<file path="src/rtl/oldland_mem_stage.sv">
// Memory stage: drives the data bus with a req/ack handshake, steers byte lanes,
// extracts load data and forwards results to writeback; stalls upstream while busy.
module oldland_mem_stage #(
  parameter int unsigned TIMEOUT_CYCLES = 255
) (
  input  logic        clk,
  input  logic        rst_n,
  input  logic        mem_load,
  input  logic        mem_store,
  input  logic [1:0]  mem_width,
  input  logic [31:0] mar,
  input  logic [31:0] mdr,
  input  logic [31:0] wr_val,
  input  logic        wr_result,
  input  logic [3:0]  rd_sel,
  input  logic        i_valid,
  input  logic [31:0] pc_plus_4,
  output logic [31:0] d_addr,
  output logic [3:0]  d_bytesel,
  output logic [31:0] d_wr_val,
  output logic        d_wr_en,
  output logic        d_access,
  input  logic        d_ack,
  input  logic        d_error,
  input  logic [31:0] d_data,
  output logic [31:0] wr_val_out,
  output logic        wr_result_out,
  output logic [3:0]  rd_sel_out,
  output logic        i_valid_out,
  output logic [31:0] pc_plus_4_out,
  output logic        busy,
  output logic        data_abort
);

  typedef enum logic {S_IDLE, S_WAIT} state_t;

  localparam logic [7:0] TO_LAST = 8'((TIMEOUT_CYCLES == 0) ? 0 : TIMEOUT_CYCLES - 1);

  state_t      state, state_next;
  logic [7:0]  count;
  logic        mem_op, aligned, start, misaligned, term_ok, term_abort, timeout_hit;

  logic        load_p1;
  logic [1:0]  width_p1;
  logic [1:0]  off_p1;
  logic        wr_result_p1;
  logic [3:0]  rd_sel_p1;
  logic [31:0] wr_val_p1;
  logic [31:0] pc_p1;

  function automatic logic is_aligned(input logic [1:0] w, input logic [1:0] off);
    case (w)
      2'b00:   return 1'b1;
      2'b01:   return ~off[0];
      default: return off == 2'b00;
    endcase
  endfunction

  function automatic logic [3:0] byte_sel(input logic [1:0] w, input logic [1:0] off);
    case (w)
      2'b00:   return 4'b0001 << off;
      2'b01:   return 4'b0011 << off;
      default: return 4'b1111;
    endcase
  endfunction

  function automatic logic [31:0] store_rep(input logic [1:0] w, input logic [31:0] data);
    case (w)
      2'b00:   return {4{data[7:0]}};
      2'b01:   return {2{data[15:0]}};
      default: return data;
    endcase
  endfunction

  function automatic logic [31:0] load_extract(input logic [1:0] w, input logic [1:0] off,
                                               input logic [31:0] data);
    logic [31:0] sh;
    sh = data >> {off, 3'b000};
    case (w)
      2'b00:   return {24'h0, sh[7:0]};
      2'b01:   return {16'h0, sh[15:0]};
      default: return sh;
    endcase
  endfunction

  assign mem_op  = i_valid & (mem_load | mem_store);
  assign aligned = is_aligned(mem_width, mar[1:0]);
  assign timeout_hit = (TIMEOUT_CYCLES != 0) && (count == TO_LAST);

  always_ff @(posedge clk) begin
    if (!rst_n) state <= S_IDLE;
    else        state <= state_next;
  end

  // The terminating WAIT cycle drops busy so upstream advances on that same edge.
  always_comb begin
    state_next = state;
    busy       = 1'b0;
    start      = 1'b0;
    misaligned = 1'b0;
    term_ok    = 1'b0;
    term_abort = 1'b0;
    case (state)
      S_IDLE: begin
        if (mem_op) begin
          if (aligned) begin
            start      = 1'b1;
            busy       = 1'b1;
            state_next = S_WAIT;
          end else begin
            misaligned = 1'b1;
          end
        end
      end
      S_WAIT: begin
        if (d_error)          term_abort = 1'b1;
        else if (d_ack)       term_ok    = 1'b1;
        else if (timeout_hit) term_abort = 1'b1;
        busy = ~(term_ok | term_abort);
        if (term_ok | term_abort) state_next = S_IDLE;
      end
      default: state_next = S_IDLE;
    endcase
  end

  // Request capture (p1): only consumed when the transaction terminates.
  always_ff @(posedge clk) begin
    if (start) begin
      load_p1      <= mem_load & ~mem_store;
      width_p1     <= mem_width;
      off_p1       <= mar[1:0];
      wr_result_p1 <= wr_result;
      rd_sel_p1    <= rd_sel;
      wr_val_p1    <= wr_val;
      pc_p1        <= pc_plus_4;
    end
  end

  // Bus and writeback outputs
  always_ff @(posedge clk) begin
    if (!rst_n) begin
      d_addr        <= '0;
      d_bytesel     <= '0;
      d_wr_val      <= '0;
      d_wr_en       <= 1'b0;
      d_access      <= 1'b0;
      wr_val_out    <= '0;
      wr_result_out <= 1'b0;
      rd_sel_out    <= '0;
      i_valid_out   <= 1'b0;
      pc_plus_4_out <= '0;
      data_abort    <= 1'b0;
      count         <= '0;
    end else begin
      data_abort <= 1'b0;
      case (state)
        S_IDLE: begin
          count <= '0;
          if (start) begin
            d_access      <= 1'b1;
            d_addr        <= {mar[31:2], 2'b00};
            d_bytesel     <= byte_sel(mem_width, mar[1:0]);
            d_wr_val      <= store_rep(mem_width, mdr);
            d_wr_en       <= mem_store;
            wr_result_out <= 1'b0;
            i_valid_out   <= 1'b0;
          end else begin
            wr_val_out    <= wr_val;
            rd_sel_out    <= rd_sel;
            pc_plus_4_out <= pc_plus_4;
            i_valid_out   <= i_valid;
            wr_result_out <= wr_result & ~misaligned;
            data_abort    <= misaligned;
          end
        end
        S_WAIT: begin
          if (term_ok | term_abort) begin
            d_access      <= 1'b0;
            d_wr_en       <= 1'b0;
            count         <= '0;
            i_valid_out   <= 1'b1;
            rd_sel_out    <= rd_sel_p1;
            pc_plus_4_out <= pc_p1;
            if (term_ok) begin
              wr_val_out    <= load_p1 ? load_extract(width_p1, off_p1, d_data) : wr_val_p1;
              wr_result_out <= load_p1 & wr_result_p1;
            end else begin
              data_abort    <= 1'b1;
              wr_result_out <= 1'b0;
            end
          end else begin
            count <= count + 8'd1;
          end
        end
        default: ;
      endcase
    end
  end

endmodule

</file>
<file path="config.mk">
export PLATFORM = sky130hd
export DESIGN_NAME = oldland_mem_stage
export DESIGN_NICKNAME = d
export VERILOG_FILES = /design/src/rtl/oldland_mem_stage.sv
export SDC_FILE = /design/constraint.sdc
export NUM_CORES = 1
export LEC_CHECK = 0
export CORE_ASPECT_RATIO = 2
export CORE_MARGIN = 8
export CORE_UTILIZATION = 40
export DETAILED_ROUTE_END_ITERATION = 12
export PLACE_DENSITY = 0.72
export SYNTH_ARGS = -nofsm -noshare
export SYNTH_HDL_FRONTEND = slang
export SYNTH_SLANG_ARGS = --single-unit
</file>
<file path="constraint.sdc">
create_clock -name clk -period 2.7 [get_ports clk]
set_input_delay 0.405 -clock clk [delete_from_list [all_inputs] [get_ports clk]]
set_output_delay 0.405 -clock clk [all_outputs]
set_load 0.005 [all_outputs]
</file>
==> metrics.md, run 1 <==
| Metric | Value |
|---|---|
| H-tree depth | 1 |
| Skew final | about 0.014 ns |
| Ys Warns | 0 |
| Die H | 232 um |
| Largest delay share family, worst path | buffers and inverters |
| WP data required | roughly 2.3 ns |
| Data arrival, critical path | ~2 ns |
| First-pass GRT wire length | ~46 mm |
| Max_slew headroom | 0.581 |
| Placed cell area | about 13,000 sq um |
| Vias | 7,922 |
| Sw Share | 0.235 |
| Logic pwr share | 0.158 |
| TritonCTS buffer count | 21 |
| Synthesized area | around 9300 sq um |
| Avg Vias per Cell | ~5.5 |
| CP max FO | 2 |
| Internal cell power | between 6 and 7 mW |
| Die area | approximately 29,000 sq um |
| # DRC | 0 |
| CP startpoint kind | primary input |
| Design area | 13,500 sq um |
| Final wirelength | ~30 mm |
| Final Max Tran Viols | 0 |
| Worst-path clk slew | ~0.060 ns |
| Proportion of synthesized chip area in sequential cells | 0.558 |
| Synth Area per Inst | roughly 11 sq um |
| Leakage | between 4 and 5 nW |
| Overall Global Routing Usage | 0.203 |
| Minimum clock period | 2.45 ns |
| Post-synth EDFFs | 74 |
| Initial antenna violation count | 2 |
| Dominant synthesized flop cell | dfxtp_1 |
| Clock buffer depth | 3 |
| Max stage delay on crit path | 0.49 ns |
| Starting density of the core | 0.403 |
| Vias in the first global route | 8,247 |
| WL/cell | 20.7 um |
| I/O pin cnt | about 320 |
| Final Util | 0.587 |
| Synth Register Bits | about 220 |
| Hold Vio Cnt, Final | 0 |
| Setup bufs post-CTS | 0 |
| DP HPWL | ~22 mm |
| Tot Pwr | slightly above 8 mW |
| Core area | around 23,000 sq um |
| Nets@finish | between 1k and 1.5k |
| TritonRoute pass-1 iters | 7 |
| HP Class | in -> reg |
| Crit-path slowest cell | a2111o_2 |
| Root Driver | clkbuf_16 |
| Crit. Startpoint | mem_width[1] |
| Distinct cells, synth | just under 50 |
| Final ANT Viol Nets | 0 |
| Synth Instances | 860 |
| Remaining Overflow, GRT | 0 |
| Max-Cap Viols | 0 |
| PD cells | 609 nW/um^2 |
| Routability cong. | 0.810 |
| Clock sink count | between 200 and 250 |
| R2R Path Start | off_p1[1] |
| Critical path class | in -> out |
| Setup-failing EPs final | 0 |
| VDD IR-drop max | approximately 0.58 mV |
| HP Start | mar[18] |
| Worst-Skew Late Latency | roughly 0.51 ns |
| Area grow syn2layout | 45.4% |
| Final period util | 0.908 |
| FMAX | slightly above 400 MHz |
| Sequential power share | 0.459 |
| Initial DRC count | 640 |
| Die W | around 120 um |
| Diode count | 0 |
| Largest net degree at the start of global routing | 63 |
| Status | finished clean |
| Buf/Inv on CP | 3 |
| CTS tree | built |
| Critical path cell sequence | clkdlybuf4s50_1, o21a_1, a2111o_2, and2_1, inv_1, dlygate4sd2_1 |
| Asr flop ratio synth | 0 |
| Fillers | slightly below 2k |
| RSZ-0062 raised after global routing | false |
| Switch Pwr | between 1.5 and 2 mW |
| Crit. End Element | primary output |
| Share of cells above drive strength 1 | 0.0940 |
| IO Port Bufs | between 300 and 400 |
| Power share of the clock group | 0.383 |
| Slew @ Worst Pin | ~0.63 ns |
| FP Rows | 79 |
[power groups by stage]
stage,sequential [mW],clock [mW],combinational [mW]
after floorplan,3.84,0,0.513
after global placement,3.84,0,1.29
after detailed placement,3.84,0,1.31
after CTS,3.77,3.23,1.32
after global routing,3.80,3.36,1.41
final,3.78,3.15,1.30
[tightest hold or removal path: stages]
cell             delay, ns
clkdlybuf4s50_1       0.39
nand2_1               0.05
a21oi_1               0.05
[synth_stat cells (2+ instances only)]
| cell type | n | share of area |
|---|---|---|
| dfxtp_1 | 148 | 0.32 |
| nand3_1 | 5 | 0.0027 |
| a222oi_1 | 7 | 0.0075 |
| a221oi_1 | 9 | 0.0085 |
| nor2b_1 | 2 | 0.0013 |
| a22o_1 | 16 | 0.015 |
| and3_1 | 2 | 0.0013 |
| nand3b_1 | 9 | 0.0073 |
| a311oi_1 | 18 | 0.017 |
| buf_6 | 4 | 0.0048 |
| mux2_2 | 8 | 0.0097 |
| inv_1 | 6 | 0.0024 |
| a211oi_1 | 25 | 0.020 |
| or2_2 | 2 | 0.0013 |
| nor2_1 | 61 | 0.025 |
| o211ai_1 | 25 | 0.020 |
| buf_4 | 9 | 0.0073 |
| o22ai_1 | 2 | 0.0013 |
| ha_1 | 2 | 0.0027 |
| clkinv_1 | 2 | 0.00081 |
| o21ai_0 | 23 | 0.012 |
| o2bb2ai_1 | 8 | 0.0075 |
| nor3_1 | 4 | 0.0022 |
| inv_2 | 3 | 0.0012 |
| mux4_2 | 8 | 0.019 |
| xor2_1 | 4 | 0.0038 |
| edfxtp_1 | 74 | 0.24 |
| nand2_1 | 105 | 0.042 |
| nand4_1 | 2 | 0.0013 |
| a21oi_1 | 102 | 0.055 |
| xnor2_1 | 2 | 0.0019 |
| buf_1 | 3 | 0.0012 |
| clkbuf_1 | 42 | 0.017 |
| buf_2 | 18 | 0.0097 |
| a211oi_2 | 19 | 0.026 |
| mux2i_1 | 68 | 0.073 |
[through the flow]
| stage | setup slack (ns) | hold WS [ns] | cells | TNS [ns] |
|---|---|---|---|---|
| finish | 0.247 | 0.454 | 1453 | 0 |
| global route | 0.164 | 0.447 | 1453 | 0 |
| CTS | 0.222 | 0.429 | 1453 | 0 |
| detailed placement | -0.0404 | 0.448 | 1416 | -0.0404 |
| global placement | -0.0466 | 0.442 | 1416 | -0.0466 |
| floorplan | 0.414 | 0.452 | 861 | 0 |
[flip-flops by register name, summed over array words and instances (netlist names)]
register / count
wr_val_p1: 32
wr_result_out: 1
width_p1: 2
i_valid_out: 1
d_wr_en: 1
wr_result_p1: 1
load_p1: 1
d_access: 1
d_wr_val: 32
d_bytesel: 4
rd_sel_out: 4
d_addr: 30
state: 1
pc_p1: 32
wr_val_out: 32
data_abort: 1
count: 8
off_p1: 2
rd_sel_p1: 4
pc_plus_4_out: 32
[cells by family (layout without fill, tap and decap cells)]
group	after synthesis	count (layout)	share of synthesized area
flip-flops	222	222	0.558
buffers and inverters	87	396	0.0444
XOR/XNOR	6	6	0.00566
multiplexers	84	84	0.102
adder cells (fa/ha/maj)	2	2	0.00269
other	1	2	0.000404
AND/OR/NAND/NOR	197	197	0.0891
AO/OA/AOI/OAI	261	261	0.197
[placed cells by master, fill, tap and decap left out, drive strengths merged, types with 4 or more instances in the layout]
master,Yosys,routed
o211ai,25,25
xor2,4,4
o21ai,23,23
mux2,8,8
bufinv,0,4
nor2,61,61
inv,9,9
nand3,5,5
a311oi,18,18
o2bb2ai,8,8
clkinv,2,8
a221oi,9,9
mux4,8,8
clkbuf,42,27
nor3,4,4
buf,34,35
dfxtp,148,148
a211oi,44,44
a222oi,7,7
a21oi,103,103
mux2i,68,68
a22o,16,16
clkdlybuf4s50,0,312
nand3b,9,9
nand2,105,105
edfxtp,74,74
[final timing paths]
check	depth (start not counted)	slack [ns]	endpoint
setup / recovery	6	0.25	busy
hold / removal	3	0.45	d_addr[18]
setup reg to reg	4	0.81	wr_val_out[29]
hold reg to reg	2	0.46	d_addr[30]
[final cells by class]
cell class / instances / area (sq um) / area share
clock inverters: 10 / 146 / 0.0108
well taps: 283 / 354 / 0.0262
repair buffers: 348 / 3490 / 0.259
flip-flops and latches: 222 / 5190 / 0.384
multi-input cells: 552 / 3700 / 0.274
clock buffers: 27 / 578 / 0.0428
inverters: 11 / 48.8 / 0.00361
[metal layers]
metal  GRT usage  wire, um  share of wire  vias to the layer above
met1       0.264     12200           0.41                     3718
met4      0.0629       658          0.022                        4
li1            -         -              -                     3771
met3      0.0682      3550           0.12                       44
met5           0        27        0.00090                        -
met2       0.308     13600           0.45                      385
[what timing repair did]
item / 4_1_cts / 5_1_grt
hold buffers: 0 / 0
setup endpoints to repair: 1 / 0
gates resized for setup: 1 / 0
endpoints found under the hold margin: 0 / 0
Power figures use the tool's default switching activity.
==> inputs of run 2 (changes only) <==
CELL_PAD_IN_SITES_DETAIL_PLACEMENT = 0   (was unset)
CELL_PAD_IN_SITES_GLOBAL_PLACEMENT = 1   (was unset)
CORE_UTILIZATION = 35   (was 40)
PLACE_DENSITY = unset   (was 0.72)
PLACE_DENSITY_LB_ADDON = 0.1   (was unset)
==> run 2 against run 1 <==
Against the previous run:
- cell count rose by 4.4%
- largest power group unchanged
- critical path type unchanged
- via count fell by 1.6%
- critical endpoint unchanged
- non-clock buffer count fell by 1
==> metrics.md, run 2 (synthesis results as in run 1) <==
| Metric | Value |
|---|---|
| Die H | 246 um (+6.4%) |
| WL/cell | 21.8 um (+5.3%) |
| Fin Setup TNS | 0 ns (unchanged) |
| Crit. End Element | primary output |
| TritonCTS buffer count | 22 (+4.8%) |
| VDD IR-drop max | 0.501 mV (-13%) |
| Final Util | 0.520 (-0.0669) |
| Nets@finish | 1,332 (unchanged) |
| Slew @ Worst Pin | 1.07 ns (+0.438 ns) |
| Remaining Overflow, GRT | 0 (unchanged) |
| Critical path cell sequence | clkdlybuf4s50_1, o21a_1, a2111o_2, and2_2, inv_1, dlygate4sd2_1 |
| Die W | 131 um (+6.0%) |
| Data arrival, critical path | 2.05 ns (about the same) |
| CTS tree | built |
| Final Max Tran Viols | 0 (unchanged) |
| Leakage | 4.75 nW (about the same) |
| Fillers | 2,405 (+21%) |
| Skew final | 0.00792 ns (-0.00595 ns) |
| CP startpoint kind | primary input |
| Final period util | 0.908 (about the same) |
| WP data required | 2.30 ns (about the same) |
| FMAX | 408 MHz (about the same) |
| Status | finished clean |
| First-pass GRT wire length | 49.9 mm (+8.1%) |
| Clock buffer depth | 3 (unchanged) |
| Final wirelength | 33.0 mm (+10%) |
| Hold Vio Cnt, Final | 0 (unchanged) |
| Clock sink count | 222 (unchanged) |
| I/O pin cnt | 316 (unchanged) |
| FP Rows | 84 (+6.3%) |
| Area of the multi-input gates | 3700 sq um (about the same) |
| Core area | 26,200 sq um (+14%) |
| PD cells | 603 nW/um^2 (-1.0%) |
| Crit-path slowest cell | a2111o_2 |
| CP max FO | 3 (+1) |
| RSZ-0062 raised after global routing | false |
| Initial antenna violation count | 1 (-1) |
| Worst-Skew Late Latency | 0.51 ns (about the same) |
| Root Driver | clkbuf_16 |
| IO Port Bufs | 313 (unchanged) |
| Critical path class | in -> out |
| Overall Global Routing Usage | 0.196 (-0.00647) |
| Commonest cells after routing, fill and taps aside | clkdlybuf4s50_1, dfxtp_1, nand2_1, a21oi_1, edfxtp_1 |
| Commonest non-fill, non-tap cell in the layout | clkdlybuf4s50_1 |
| Max stage delay on crit path | 0.46 ns (-0.03 ns) |
| DP HPWL | 24.2 mm (+12%) |
| H-tree depth | 1 (unchanged) |
| Worst-path clk slew | 0.06 ns (about the same) |
| Minimum clock period | 2.45 ns (-0.000529 ns) |
| Vias in the first global route | 8,040 (-2.5%) |
| HP Class | in -> reg |
| # DRC | 0 (unchanged) |
| Die area | 32,300 sq um (+13%) |
| Sequential Area | 5190 sq um (unchanged) |
| Tot Pwr | 8.20 mW (-0.36%) |
| Avg Vias per Cell | 5.14 (-5.7%) |
| CTS-repair resized insts | 1 (unchanged) |
| Max_slew headroom | 0.290 (-0.292) |
| Initial DRC count | 387 (-40%) |
| Vias | 7,797 (-1.6%) |
| Setup bufs post-CTS | 0 (unchanged) |
| Area grow syn2layout | 46.4% |
| TritonRoute pass-1 iters | 8 (+1) |
| Setup-failing EPs final | 0 (unchanged) |
| Largest net degree at the start of global routing | 82 (+30%) |
| Post-CTS Hold Buffers | 0 (unchanged) |
| Max-Cap Viols | 0 (unchanged) |
| Share of cells above drive strength 1 | 0.0922 (-0.00187) |
| Starting density of the core | 0.355 (-0.0484) |
| Final ANT Viol Nets | 0 (unchanged) |
| Routability cong. | 0.782 (-3.4%) |
==> run 2: changes by cell type in the layout (fill, tap and decap cells not counted) <==
cell,previous run,this run
clkinv_1,5,3
and2_1,1,0
clkbuf_16,21,24
bufinv_16,4,1
and2_2,0,1
clkbuf_1,3,10
buf_12,8,10
diode_2,0,1
clkinv_2,3,1
buf_4,27,24
==> run 2: stage by stage <==
step	worst slack (ns)	hold WS (ns)	std cells	area, sq um
after floorplan	0.414	0.452	861	9300
after global placement	-0.00712	0.441	1476	12900
after detailed placement	-0.0192	0.446	1476	12900
after CTS	0.247	0.412	1516	13600
after global routing	0.190	0.423	1516	13600
final	0.248	0.438	1517	13600
==> run 2: cell type report <==
type | count | share of cell area
timing repair buffer | 347 | 0.258
tap | 344 | 0.0316
sequential | 222 | 0.382
clock inverter | 3 | 0.00285
multi-input combinational | 552 | 0.272
antenna | 1 | 0.000184
clock buffer | 37 | 0.0500
inverter | 11 | 0.00359
==> run 2: metal layers <==
layer	vias to the layer above	share of wire	global-route usage
met4	2	0.019	0.0526
met2	278	0.54	0.370
met5	-	0.00036	0
met3	36	0.077	0.0622
met1	3710	0.37	0.203
li1	3771	-	-
==> run 2: power by group <==
part | switching (mW) | internal (mW) | leakage [nW]
sequential | 0.101 | 3.67 | 1.90
clock | 1.29 | 1.81 | 0.349
combinational | 0.584 | 0.745 | 2.50
total | 1.98 | 6.22 | 4.75
==> run 2: path summary, 6_finish.rpt <==
kind,startpoint,endpoint,slack [ns],cells after the start
hold / removal,mar[14],d_addr[14],0.44,3
hold reg to reg,d_addr[7],d_addr[7],0.45,2
setup / recovery,mem_width[1],busy,0.25,6
setup reg to reg,count[1],i_valid_out,0.77,6
==> run 2: critical path: cells and delay by family <==
kind | cells | cell delay, ns
AOI/OAI and AO/OA | 2 | 0.66
buffers and inverters | 3 | 0.80
and+or+nand+nor | 1 | 0.19
